$ cat src/rtl/spi_config_regs.sv
// spi_config_regs
// Write-only serial configuration slave. Bits arrive on serial_in and are
// sampled on the rising edge of sclk. The first byte of a frame is a register
// address; every following byte is written to the current address, and the
// address then auto-increments. A frame only ends on reset.
//
// Ports:
//   sclk                  in   1  serial clock, the only clock
//   rstn                  in   1  synchronous active-low reset
//   serial_in             in   1  serial data
//   load_cnt_ser          out  8  bits received since reset, saturates at 255
//   select_reg            out  3  low 3 bits of the current register address
//   trigger_channel_mask  out  8  register at ADDR_TRIG
//   instruction           out  8  register at ADDR_INSTR
//   mode                  out  8  register at ADDR_MODE
//
// Build option:
//   SPI_MSB_FIRST_EN  when defined, bytes are shifted in MSB first;
//                     the default is LSB first.
module spi_config_regs #(
  parameter logic [7:0] ADDR_TRIG  = 8'd1,
  parameter logic [7:0] ADDR_INSTR = 8'd2,
  parameter logic [7:0] ADDR_MODE  = 8'd3,
  parameter logic [7:0] MODE_RST   = 8'h00
) (
  input  logic       sclk,
  input  logic       rstn,
  input  logic       serial_in,
  output logic [7:0] load_cnt_ser,
  output logic [2:0] select_reg,
  output logic [7:0] trigger_channel_mask,
  output logic [7:0] instruction,
  output logic [7:0] mode
);

  typedef enum logic {
    ST_ADDR = 1'b0,
    ST_DATA = 1'b1
  } state_t;

  state_t     r_state;
  state_t     w_state_nxt;
  logic [7:0] r_shift;
  logic [2:0] r_bit_idx;
  logic [7:0] r_addr;
  logic [7:0] r_cnt;
  logic [7:0] r_trig;
  logic [7:0] r_instr;
  logic [7:0] r_mode;

  logic [7:0] w_shift_nxt;
  logic       w_byte_done;
  logic [7:0] w_addr_nxt;
  logic       w_wr_trig;
  logic       w_wr_instr;
  logic       w_wr_mode;

  function automatic logic [7:0] sat_inc8(input logic [7:0] val);
    return (val == 8'hFF) ? 8'hFF : val + 8'd1;
  endfunction

  // The shift value after this edge is also the completed byte when the
  // bit index wraps, so one expression serves both purposes.
`ifdef SPI_MSB_FIRST_EN
  assign w_shift_nxt = {r_shift[6:0], serial_in};
`else
  assign w_shift_nxt = {serial_in, r_shift[7:1]};
`endif

  assign w_byte_done = (r_bit_idx == 3'd7);

  always_comb begin
    w_state_nxt = r_state;
    w_addr_nxt  = r_addr;
    w_wr_trig   = 1'b0;
    w_wr_instr  = 1'b0;
    w_wr_mode   = 1'b0;
    if (w_byte_done) begin
      case (r_state)
        ST_ADDR: begin
          w_addr_nxt  = w_shift_nxt;
          w_state_nxt = ST_DATA;
        end
        ST_DATA: begin
          // Unmapped addresses fall through with no write; the address
          // still advances so bursts stay aligned with the register map.
          w_wr_trig  = (r_addr == ADDR_TRIG);
          w_wr_instr = (r_addr == ADDR_INSTR);
          w_wr_mode  = (r_addr == ADDR_MODE);
          w_addr_nxt = r_addr + 8'd1;
        end
        default: w_state_nxt = ST_ADDR;
      endcase
    end
  end

  always_ff @(posedge sclk) begin
    if (!rstn) begin
      r_state   <= ST_ADDR;
      r_shift   <= 8'h00;
      r_bit_idx <= 3'd0;
      r_addr    <= 8'h00;
      r_cnt     <= 8'h00;
      r_trig    <= 8'h00;
      r_instr   <= 8'h00;
      r_mode    <= MODE_RST;
    end else begin
      r_state   <= w_state_nxt;
      r_shift   <= w_shift_nxt;
      r_bit_idx <= r_bit_idx + 3'd1;
      r_addr    <= w_addr_nxt;
      r_cnt     <= sat_inc8(r_cnt);
      if (w_wr_trig)  r_trig  <= w_shift_nxt;
      if (w_wr_instr) r_instr <= w_shift_nxt;
      if (w_wr_mode)  r_mode  <= w_shift_nxt;
    end
  end

  // select_reg always mirrors the address register, so it moves on the same
  // edge as the address byte or the post-write increment.
  assign select_reg           = r_addr[2:0];
  assign load_cnt_ser         = r_cnt;
  assign trigger_channel_mask = r_trig;
  assign instruction          = r_instr;
  assign mode                 = r_mode;

endmodule

$ cat config.mk
export PLATFORM = sky130hd
export DESIGN_NAME = spi_config_regs
export DESIGN_NICKNAME = d
export VERILOG_FILES = /design/src/rtl/spi_config_regs.sv
export SDC_FILE = /design/constraint.sdc
export NUM_CORES = 1
export LEC_CHECK = 0
export ABC_AREA = 1
export CAP_MARGIN = 25
export CORE_MARGIN = 3
export CORE_UTILIZATION = 40
export CTS_CLUSTER_DIAMETER = 100
export CTS_CLUSTER_SIZE = 24
export DETAILED_ROUTE_END_ITERATION = 10
export PLACE_DENSITY_LB_ADDON = 0.2
export SLEW_MARGIN = 20
export SYNTH_ARGS = -nofsm -noshare
export SYNTH_HDL_FRONTEND = slang
export SYNTH_SLANG_ARGS = --single-unit
export TNS_END_PERCENT = 100
$ cat constraint.sdc
create_clock -name sclk -period 3.05 [get_ports sclk]
set_input_delay 0.7625 -clock sclk [delete_from_list [all_inputs] [get_ports sclk]]
set_output_delay 0.7625 -clock sclk [all_outputs]
set_load 0.1 [all_outputs]
==> results_dict.tcl <==
set metrics [dict create \
    vdd_drop_max_uv 204 \
    final.period_utilization_pct 61.9 \
    wirelength_um 4260 \
    detail_route.iter0.violations 77 \
    initial_utilization_pct 43.1 \
    rr_startpoint "r_bit_idx[0]$_SDFF_PN0_" \
    synthArstFlopShare_pct 0 \
    die_width_um 78.8 \
    rsz0062_at_grt "false" \
    setup.reg_to_reg.worst_slack_ps 1340 \
    slew_violations 0 \
    path_max_fanout 39 \
    coreArea_um2 4910 \
    synthMostInstantiatedCell "nor2_1" \
    antenna_violating_nets_post_route 0 \
    hold_violations 0 \
    worst_r2r_endpoint "instruction[6]$_SDFFE_PN0P_" \
    wire_per_inst_um 11.3 \
    fill_cells 513 \
    design.portCount 38 \
    routed.top_layer "met4" \
    slew-limit-headroom_pct 64.1 \
    design_power_total_w 0.00116 \
    clock_period_minus_final_worst_setup_slack_ps 1890 \
    synth_area_leader_cell "dfxtp_1" \
    synth-edff-count 0 \
    post_dp_cell_area_um2 2430 \
    remaining_drc_errors 0 \
    ctsHoldBuffers 0 \
    worst_slack_at_placement_ps 845 \
    worst_ep_arrival_time_ps 2100 \
    run_status "complete, no violations" \
    fmaxAchievable_mhz 530 \
    critPathTopFamily "buffers and inverters" \
    cts.path.max_buffers 2 \
    cts_buf_count 5 \
    master_cell_of_the_clock_root_buffer "clkbuf_8" \
    final-setup-viol-count 0 \
    cts_num_sinks 51 \
    postSynthAreaPerCell_um2 7.70 \
    share_of_the_synthesized_area_in_the_top_cell_type_pct 48.2 \
    synth.yosys.warnings 0 \
    port_buffers 37 \
    globalRouteTotalUtil_pct 14.8 \
    cts_setup_buffers 0 \
    timing.setup.tns_ps 0 \
    wl_met2_um 2010 \
    wire_length_on_met3_um 204 \
    post_route_cells_drive_above_1_share_pct 17.4 \
    drt-vias-per-instance 4.72 \
    synth-seq-cells 51 \
    worstHoldEndpoint "r_bit_idx[0]$_SDFF_PN0_" \
    cts_tree "built" \
    antenna-diode-count 0 \
    synth_cells 275 \
    endpoint_kind "flop" \
    stdcell_area_um2 2530 \
    grt_pass1_vias 1605 \
    die-height_um 78.8 \
    synth_area_um2 2120 \
    syn_to_final_growth_pct 19.4 \
    worst_path_max_delay_cell "clkdlybuf4s50_1" \
    holdCritPathClass "flop to flop" \
    drtPass1Iterations 4 \
    min-delay-start "r_bit_idx[0]$_SDFF_PN0_" \
    rows 25 \
    worst_pin_slew_ps 537 \
    cts.htree.levels 2 \
    worst_setup_path_start_kind "input port" \
    min_path_cells 1 \
    vias 1785 \
    floorplan.die_area_um2 6200 \
    antenna_found_initial 0 \
    critical_path_class "input port to flop" \
    grt_start_max_net_pins 40 \
    ctsResizeCount 0 \
    clk-insertion-delay-late_ps 310 \
    synth.yosys.seq_area_share_pct 48.2 \
    grt_pass1_wl_um 7260 \
    path_clk_slew_ps 90 \
    largest_cells_by_area_after_synthesis "dfxtp_1 48%, nor2_1 13%, o21ai_0 6.9%" \
    skew_ps 11.0 \
    power.density_cell_area_nw_per_um2 460 \
    post-route-worst-setup-slack_ps 1160 \
    detailedPlacementHpwl_um 3100 \
    final_wtd_congestion 0.838 \
    detail_route.wirelength.met1_um 2000 \
    path_cells "clkdlybuf4s50_1 > buf_4 > inv_1 > a221oi_1" \
    cp.buffers_inverters 3 \
    synth.cells.most_frequent "72 x nor2_1, 51 x dfxtp_1, 38 x nand2_1" \
    power_leakage_nw 1.09 \
    synth_nets 284 \
    design.final.nets 319 \
    synth_ff_type "dfxtp_1" \
    max_cap_viol_count 0 \
    synth_cell_types 31 \
    timing.reg2reg.worst_path_depth 8 \
    critical-path-max-stage-delay_ps 450 \
    globalRouteOverflowTotal 0 \
    cp.required_ps 3260 \
]
[state kept, by name (all words and copies together) (netlist names)]
| name | cells |
|---|---|
| instruction | 8 |
| load_cnt_ser | 8 |
| mode | 8 |
| r_addr | 8 |
| trigger_channel_mask | 8 |
| r_shift | 7 |
| r_bit_idx | 3 |
| r_state | 1 |
[cell families after synthesis]
family	after synthesis	share of synthesized area, %
simple gates	130	26.8
fa+ha+maj	6	3.54
flops	51	48.2
xor+xnor	2	0.827
buf+inv	36	7.74
compound gates	50	12.9
[how the worst max path moves through the flow]
stage / slack (ps) / depth (start not counted) / to / start
6_report: 1160 / 4 / r_addr[0]$_SDFFE_PN0P_ / rstn
5_1_grt: 1090 / 5 / r_addr[3]$_SDFFE_PN0P_ / rstn
4_1_cts: 1170 / 4 / r_addr[0]$_SDFFE_PN0P_ / rstn
3_5_place_dp: 850 / 4 / r_addr[0]$_SDFFE_PN0P_ / rstn
3_3_place_gp: 870 / 5 / r_addr[3]$_SDFFE_PN0P_ / rstn
2_1_floorplan: 1070 / 7 / load_cnt_ser[5]$_SDFF_PN0_ / load_cnt_ser[0]$_SDFF_PN0_
[per-layer routing]
layer / vias to the layer above / track usage, %
li1: 940 / -
met4: 0 / 4.20
met2: 36 / 25.6
met3: 7 / 3.97
met1: 802 / 18.0
met5: - / 0
[per-stage QoR]
| stage | hold slack, ps | util, % | instances |
|---|---|---|---|
| floorplan | 399 | - | 275 |
| global placement | 423 | 49.5 | 370 |
| detailed placement | 433 | 49.5 | 370 |
| CTS | 450 | 51.5 | 378 |
| global route | 461 | 51.5 | 378 |
| finish | 438 | 51.5 | 378 |
[cell type report]
type | count | area, um^2 | area share (%)
clock buffers | 5 | 68.8 | 2.72
flip-flops and latches | 51 | 1020 | 40.4
well taps | 67 | 83.8 | 3.32
inverters | 26 | 103 | 4.06
clock inverters | 3 | 28.8 | 1.14
repair buffers | 38 | 290 | 11.5
multi-input cells | 188 | 933 | 36.9
[cell usage in the layout (no fill, tap or decap), types with 2 or more instances in the layout]
cell type / instances
a211oi_1: 2
a21oi_1: 12
and2_1: 2
buf_4: 36
clkbuf_8: 5
clkdlybuf4s50_1: 2
clkinv_4: 2
dfxtp_1: 51
ha_1: 6
inv_1: 24
nand2_1: 38
nand3_1: 7
nor2_1: 72
nor2_4: 4
nor3_1: 2
o211ai_1: 2
o21ai_0: 29
[where the power goes]
group	internal [W]	switching, W	total (W)
registers	0.000675	0.00000957	0.000685
logic	0.0000194	0.0000508	0.0000702
clock network	0.000170	0.000239	0.000409
No activity file was read; power rests on OpenSTA's default activity.
